===== src/rtl/framebuffer_arbiter.sv =====
// Double-buffered pixel RAM arbiter: driver reads (2-cycle latency, never stalled) beat clear writes beat host writes; swaps wait for frame end.
// Host sees wr_ready=0 while reading, swap pending or clearing. Optional CLEAR_ON_SWAP_EN zeroes the new back buffer after each swap.
module framebuffer_arbiter #(
   parameter  int rows       = 8,
   parameter  int columns    = 32,
   parameter  int pixelwidth = 24,
   localparam int RB         = $clog2(rows),
   localparam int CB         = $clog2(columns),
   localparam int AW         = 1 + RB + CB
) (
   input  logic                  clk,
   input  logic                  rst,
   input  logic                  drv_rd,
   input  logic [RB-1:0]         drv_row,
   input  logic [CB-1:0]         drv_col,
   output logic [pixelwidth-1:0] drv_pixel,
   output logic                  drv_pixel_valid,
   input  logic                  drv_frame_complete,
   input  logic                  wr_valid,
   output logic                  wr_ready,
   input  logic [RB-1:0]         wr_row,
   input  logic [CB-1:0]         wr_col,
   input  logic [pixelwidth-1:0] wr_data,
   input  logic                  swap_req,
   output logic                  swap_pending,
   output logic                  front_sel,
   output logic                  clear_busy,
   output logic [AW-1:0]         mem_addr,
   output logic                  mem_we,
   output logic [pixelwidth-1:0] mem_wdata,
   input  logic [pixelwidth-1:0] mem_rdata
);

   typedef enum logic [1:0] {S_IDLE, S_PENDING, S_CLEAR} state_t;

   state_t                r_state;
   state_t                w_state_nxt;
   logic                  r_front;
   logic                  r_rd_d1;
   logic [pixelwidth-1:0] r_pixel;
   logic                  r_pixel_vld;
   logic                  w_wr_ready;
   logic                  w_wr_xfer;
   logic                  w_swap;
   logic                  w_clr_last;

   assign w_swap     = (r_state == S_PENDING) && drv_frame_complete;
   assign w_wr_ready = !rst && !drv_rd && (r_state == S_IDLE);
   assign w_wr_xfer  = wr_valid && w_wr_ready;

`ifdef CLEAR_ON_SWAP_EN
   localparam logic [RB-1:0] LAST_ROW = RB'(rows - 1);
   localparam logic [CB-1:0] LAST_COL = CB'(columns - 1);

   logic [RB-1:0] r_clr_row;
   logic [CB-1:0] r_clr_col;
   logic          w_clr_we;

   // Clear only advances in cycles the driver leaves the RAM free.
   assign w_clr_we   = (r_state == S_CLEAR) && !drv_rd;
   assign w_clr_last = w_clr_we && (r_clr_row == LAST_ROW) && (r_clr_col == LAST_COL);

   always_ff @(posedge clk) begin
      if (rst || (r_state != S_CLEAR)) begin
         r_clr_row <= '0;
         r_clr_col <= '0;
      end else if (w_clr_we) begin
         if (r_clr_col == LAST_COL) begin
            r_clr_col <= '0;
            r_clr_row <= r_clr_row + RB'(1);
         end else begin
            r_clr_col <= r_clr_col + CB'(1);
         end
      end
   end
`else
   assign w_clr_last = 1'b0;
`endif

   always_comb begin
      w_state_nxt = r_state;
      case (r_state)
         S_IDLE:    if (swap_req) w_state_nxt = S_PENDING;
         S_PENDING: if (drv_frame_complete) begin
`ifdef CLEAR_ON_SWAP_EN
            w_state_nxt = S_CLEAR;
`else
            w_state_nxt = S_IDLE;
`endif
         end
         S_CLEAR:   if (w_clr_last) w_state_nxt = S_IDLE;
         default:   w_state_nxt = S_IDLE;
      endcase
   end

   always_ff @(posedge clk) begin
      if (rst) begin
         r_state <= S_IDLE;
         r_front <= 1'b0;
      end else begin
         r_state <= w_state_nxt;
         if (w_swap) r_front <= ~r_front;
      end
   end

   // RAM data lands one cycle after the address, so capture it one cycle later.
   always_ff @(posedge clk) begin
      if (rst) begin
         r_rd_d1     <= 1'b0;
         r_pixel     <= '0;
         r_pixel_vld <= 1'b0;
      end else begin
         r_rd_d1     <= drv_rd;
         r_pixel_vld <= r_rd_d1;
         if (r_rd_d1) r_pixel <= mem_rdata;
      end
   end

   always_comb begin
      mem_addr  = '0;
      mem_we    = 1'b0;
      mem_wdata = '0;
      if (drv_rd) begin
         mem_addr = {r_front, drv_row, drv_col};
      end
`ifdef CLEAR_ON_SWAP_EN
      else if (w_clr_we) begin
         mem_we   = !rst;
         mem_addr = {~r_front, r_clr_row, r_clr_col};
      end
`endif
      else if (w_wr_xfer) begin
         mem_we    = 1'b1;
         mem_addr  = {~r_front, wr_row, wr_col};
         mem_wdata = wr_data;
      end
   end

   assign wr_ready        = w_wr_ready;
   assign drv_pixel       = r_pixel;
   assign drv_pixel_valid = r_pixel_vld;
   assign swap_pending    = (r_state == S_PENDING);
   assign clear_busy      = (r_state == S_CLEAR);
   assign front_sel       = r_front;

endmodule


===== config.mk =====
export PLATFORM = sky130hd
export DESIGN_NAME = framebuffer_arbiter
export DESIGN_NICKNAME = d
export VERILOG_FILES = /design/src/rtl/framebuffer_arbiter.sv
export SDC_FILE = /design/constraint.sdc
export NUM_CORES = 1
export LEC_CHECK = 0
export CAP_MARGIN = 25
export CORE_AREA = 2 2 78 80
export DETAILED_ROUTE_END_ITERATION = 16
export DIE_AREA = 0 0 80 82
export PLACE_DENSITY = 0.74
export SLEW_MARGIN = 20
export SYNTH_ARGS = -nofsm -noshare
export SYNTH_HDL_FRONTEND = slang
export SYNTH_SLANG_ARGS = --single-unit

===== constraint.sdc =====
create_clock -name clk -period 1.67 [get_ports clk]
set_input_delay 0.2505 -clock clk [delete_from_list [all_inputs] [get_ports clk]]
set_output_delay 0.2505 -clock clk [all_outputs]
set_load 0.02 [all_outputs]

==> out/metrics.cfg <==
[synth]
yosys.area_share.adder_pct = 0
synth_top_flop_cell = dfxtp_1
synth_edf_count = 0
synth_top_area_share_pct = 40.9
syn_area_um2 = 1370
synth_top_cell_by_area = dfxtp_1
yosys_warnings = 0
yosysSeqAreaShare_pct = 40.9
syn_avg_cell_area_um2 = 9.65
synthTopCellsByArea = dfxtp_1, mux2i_1, and2_2
async_flop_share_pct = 0
synth_cell_type_count = 20
synth_xor_area_share_pct = 0
synthTopCellsByCount = dfxtp_1, nor2_1, mux2i_1, and2_2
syn_nets = 212
synth_top_family_by_area = simple AND/OR/NAND/NOR gates
ys_ff_latch = 28
synth_most_common_cell = dfxtp_1
synth-simple-area-share_pct = 27.8
syn_inst = 142
synth-compound-area-share_pct = 7.49
synthMuxAreaShare_pct = 17.5

[layout]
area_growth_pct = 117
final_area_um2 = 2980
fillers = 535
nNetsFinal = 350
fin_util_pct = 51.8
layout-drive-gt1-share_pct = 29.0
num_antenna_cells = 0

[floorplan]
dieHeight_um = 82
die-area_um2 = 6560
io_pins = 133
start_util_pct = 23.8
die_w_um = 80
coreArea_um2 = 5750
row_count = 28

[clock_network]
clock-sinks = 28
cts-buffers-inserted = 3
h-tree-depth = 1
cts-root-buf = clkbuf_8
ctsHoldBuffers = 0
cts_tree = yes
clk_pin_slew_ns = 0.09
clock_latency_ns = 0.26
cts_buffer_depth = 2

[setup_path]
critPathBufInv = 3
crit_chain = buf_6 > nor3b_4 > buf_6 > a22o_1 > buf_6
cp.arrival_ns = 1.43
rr_worst_depth = 3
r2r_end = drv_pixel[4]
critPathRequiredTime_ns = 1.42
cp-start-kind = flop
reg2reg_slack_ns = 0.55
critPathCaptureType = output pin
r2r_start = r_rd_d1
cp-startpoint = r_state[0]
critical_path_class = flop to output pin
slowest_stage = dfxtp_4
timing.critical_path.mode_cell = buf_6
critPathMaxStageDelay_ns = 0.36
crit_path_end = mem_addr[5]
crit_family = buffers and inverters
crit_fanout = 5
worst-path-stages = 5

[timing]
clock_skew_ns = 0.00301
finalSetupViolCount = 2
fin_ws_ns = -0.00563
period_share_pct = 100
rsz0062_at_grt = yes
hold_viol = 0
drv_slew = 0
fmax_ghz = 0.597
period_needed_ns = 1.68

[place]
place_area_um2 = 2760
port_buffers = 131
gp_congestion = 0.642
place_hpwl_um = 3500

[routing]
antenna_left = 0
routed_via_density = 4.19
vias = 1482
drt-total-wl_um = 4830
drtIter0Drc = 29
drt_first_pass_iters = 3
drcViolationCount = 0
wl_per_cell_um = 13.6

[outcome]
status = finished, violations left
violations = negative setup slack

[hold_path]
hold_class = flop to flop
whs_path_depth = 2

[power_and_ir_drop]
p_comb_share_pct = 33.6
ir_drop_v = 0.000520
p_leak_uw = 0.00125
netSwitchingPower_uw = 432
power_uw = 1690
internal-power_uw = 1260
p_sw_share_pct = 25.6
p_seq_share_pct = 42.6
clockPowerShare_pct = 23.8
power.density_nw_per_um2 = 567

[global_routing]
grt_use_total_pct = 14.3
grt_overflow = 0
grt_max_degree = 29
antenna_found_initial = 0
grt_pass1_wl_um = 7420
grt_pass1_vias = 1498

[flow_run]
max_cap_violations = 0

[registers in the layout (all words and copies together) (netlist names)]
| name | count |
|---|---|
| drv_pixel | 24 |
| r_state | 1 |
| drv_pixel_valid | 1 |
| front_sel | 1 |
| r_rd_d1 | 1 |
[layer usage]
metal / vias to the layer above / GRT usage, % / routed length (um) / part of all wire [%]
met3: 2 / 5.49 / 555 / 11
met1: 664 / 15.0 / 1770 / 37
li1: 739 / - / - / -
met2: 77 / 28.0 / 2490 / 52
met4: 0 / 1.02 / 11 / 0.23
met5: - / 0 / 0 / 0
[through the flow]
step           cells  setup slack (ns)  TNS [ns]  hold WS [ns]
2_1_floorplan    142             0.127         0         0.351
3_3_place_gp     343            -0.544    -17.72         0.473
3_5_place_dp     343            -0.572    -18.75         0.482
4_1_cts          357           -0.0980     -2.45         0.506
5_1_grt          354            -0.102     -2.02         0.545
6_report         354          -0.00563   -0.0109         0.497
[worst min-delay path by stage]
stage,startpoint,end,slack [ns]
3_5_place_dp,drv_pixel[18],drv_pixel[18],0.48
6_report,drv_pixel[18],drv_pixel[18],0.50
3_3_place_gp,drv_pixel[14],drv_pixel[14],0.47
2_1_floorplan,drv_frame_complete,r_state[0],0.35
5_1_grt,drv_pixel[5],drv_pixel[5],0.54
4_1_cts,drv_pixel[18],drv_pixel[18],0.51
[cell families (layout without fill, tap and decap cells)]
family / after synthesis / in the layout
mux: 24 / 24
flops: 28 / 28
buf+inv: 12 / 149
simple gates: 65 / 65
other cells: 1 / 1
compound gates: 12 / 12
[layout make-up]
cell class                      instances  area [um^2]  share of cell area [%]
Multi-Input combinational cell        102          776                    26.1
Tap cell                               75         93.8                    3.15
Clock buffer                            4         55.1                    1.85
Sequential cell                        28          564                    18.9
Timing Repair Buffer                  145         1490                    50.0
[worst register-to-register path, stage by stage, from the launching register on]
cell and delay (ns):
dfxtp_1 0.32, buf_4 0.37, mux2i_1 0.26, nor2_1 0.06
[placed cells by master, fill, tap and decap left out, types with 2 or more instances in the layout]
cell / synthesis / routed
buf_4: 2 / 9
buf_12: 0 / 2
dfxtp_1: 28 / 27
clkbuf_8: 0 / 4
and2_4: 0 / 24
nor2b_1: 10 / 10
mux2i_1: 24 / 24
nor2_1: 26 / 26
clkdlybuf4s50_1: 0 / 92
a22o_1: 8 / 8
buf_6: 3 / 37
dlygate4sd2_1: 0 / 5
a21bo_2: 2 / 2
[power groups by stage]
stage	Clock [uW]	Sequential [uW]	Combinational, uW
after floorplan	0	773	181
after detailed placement	0	735	529
final	403	719	567
after CTS	431	720	579
after global routing	449	725	604
after global placement	0	734	521
[repair_timing]
item | in CTS | in global routing
cloned | 4 | 0
buffers inserted | 6 | 1
pin swaps | 20 | 10
endpoints found under the setup margin | 36 | 34
resized for setup | 233 | 10
hold endpoints to repair | 0 | 0
No activity file was read; power rests on OpenSTA's default activity.
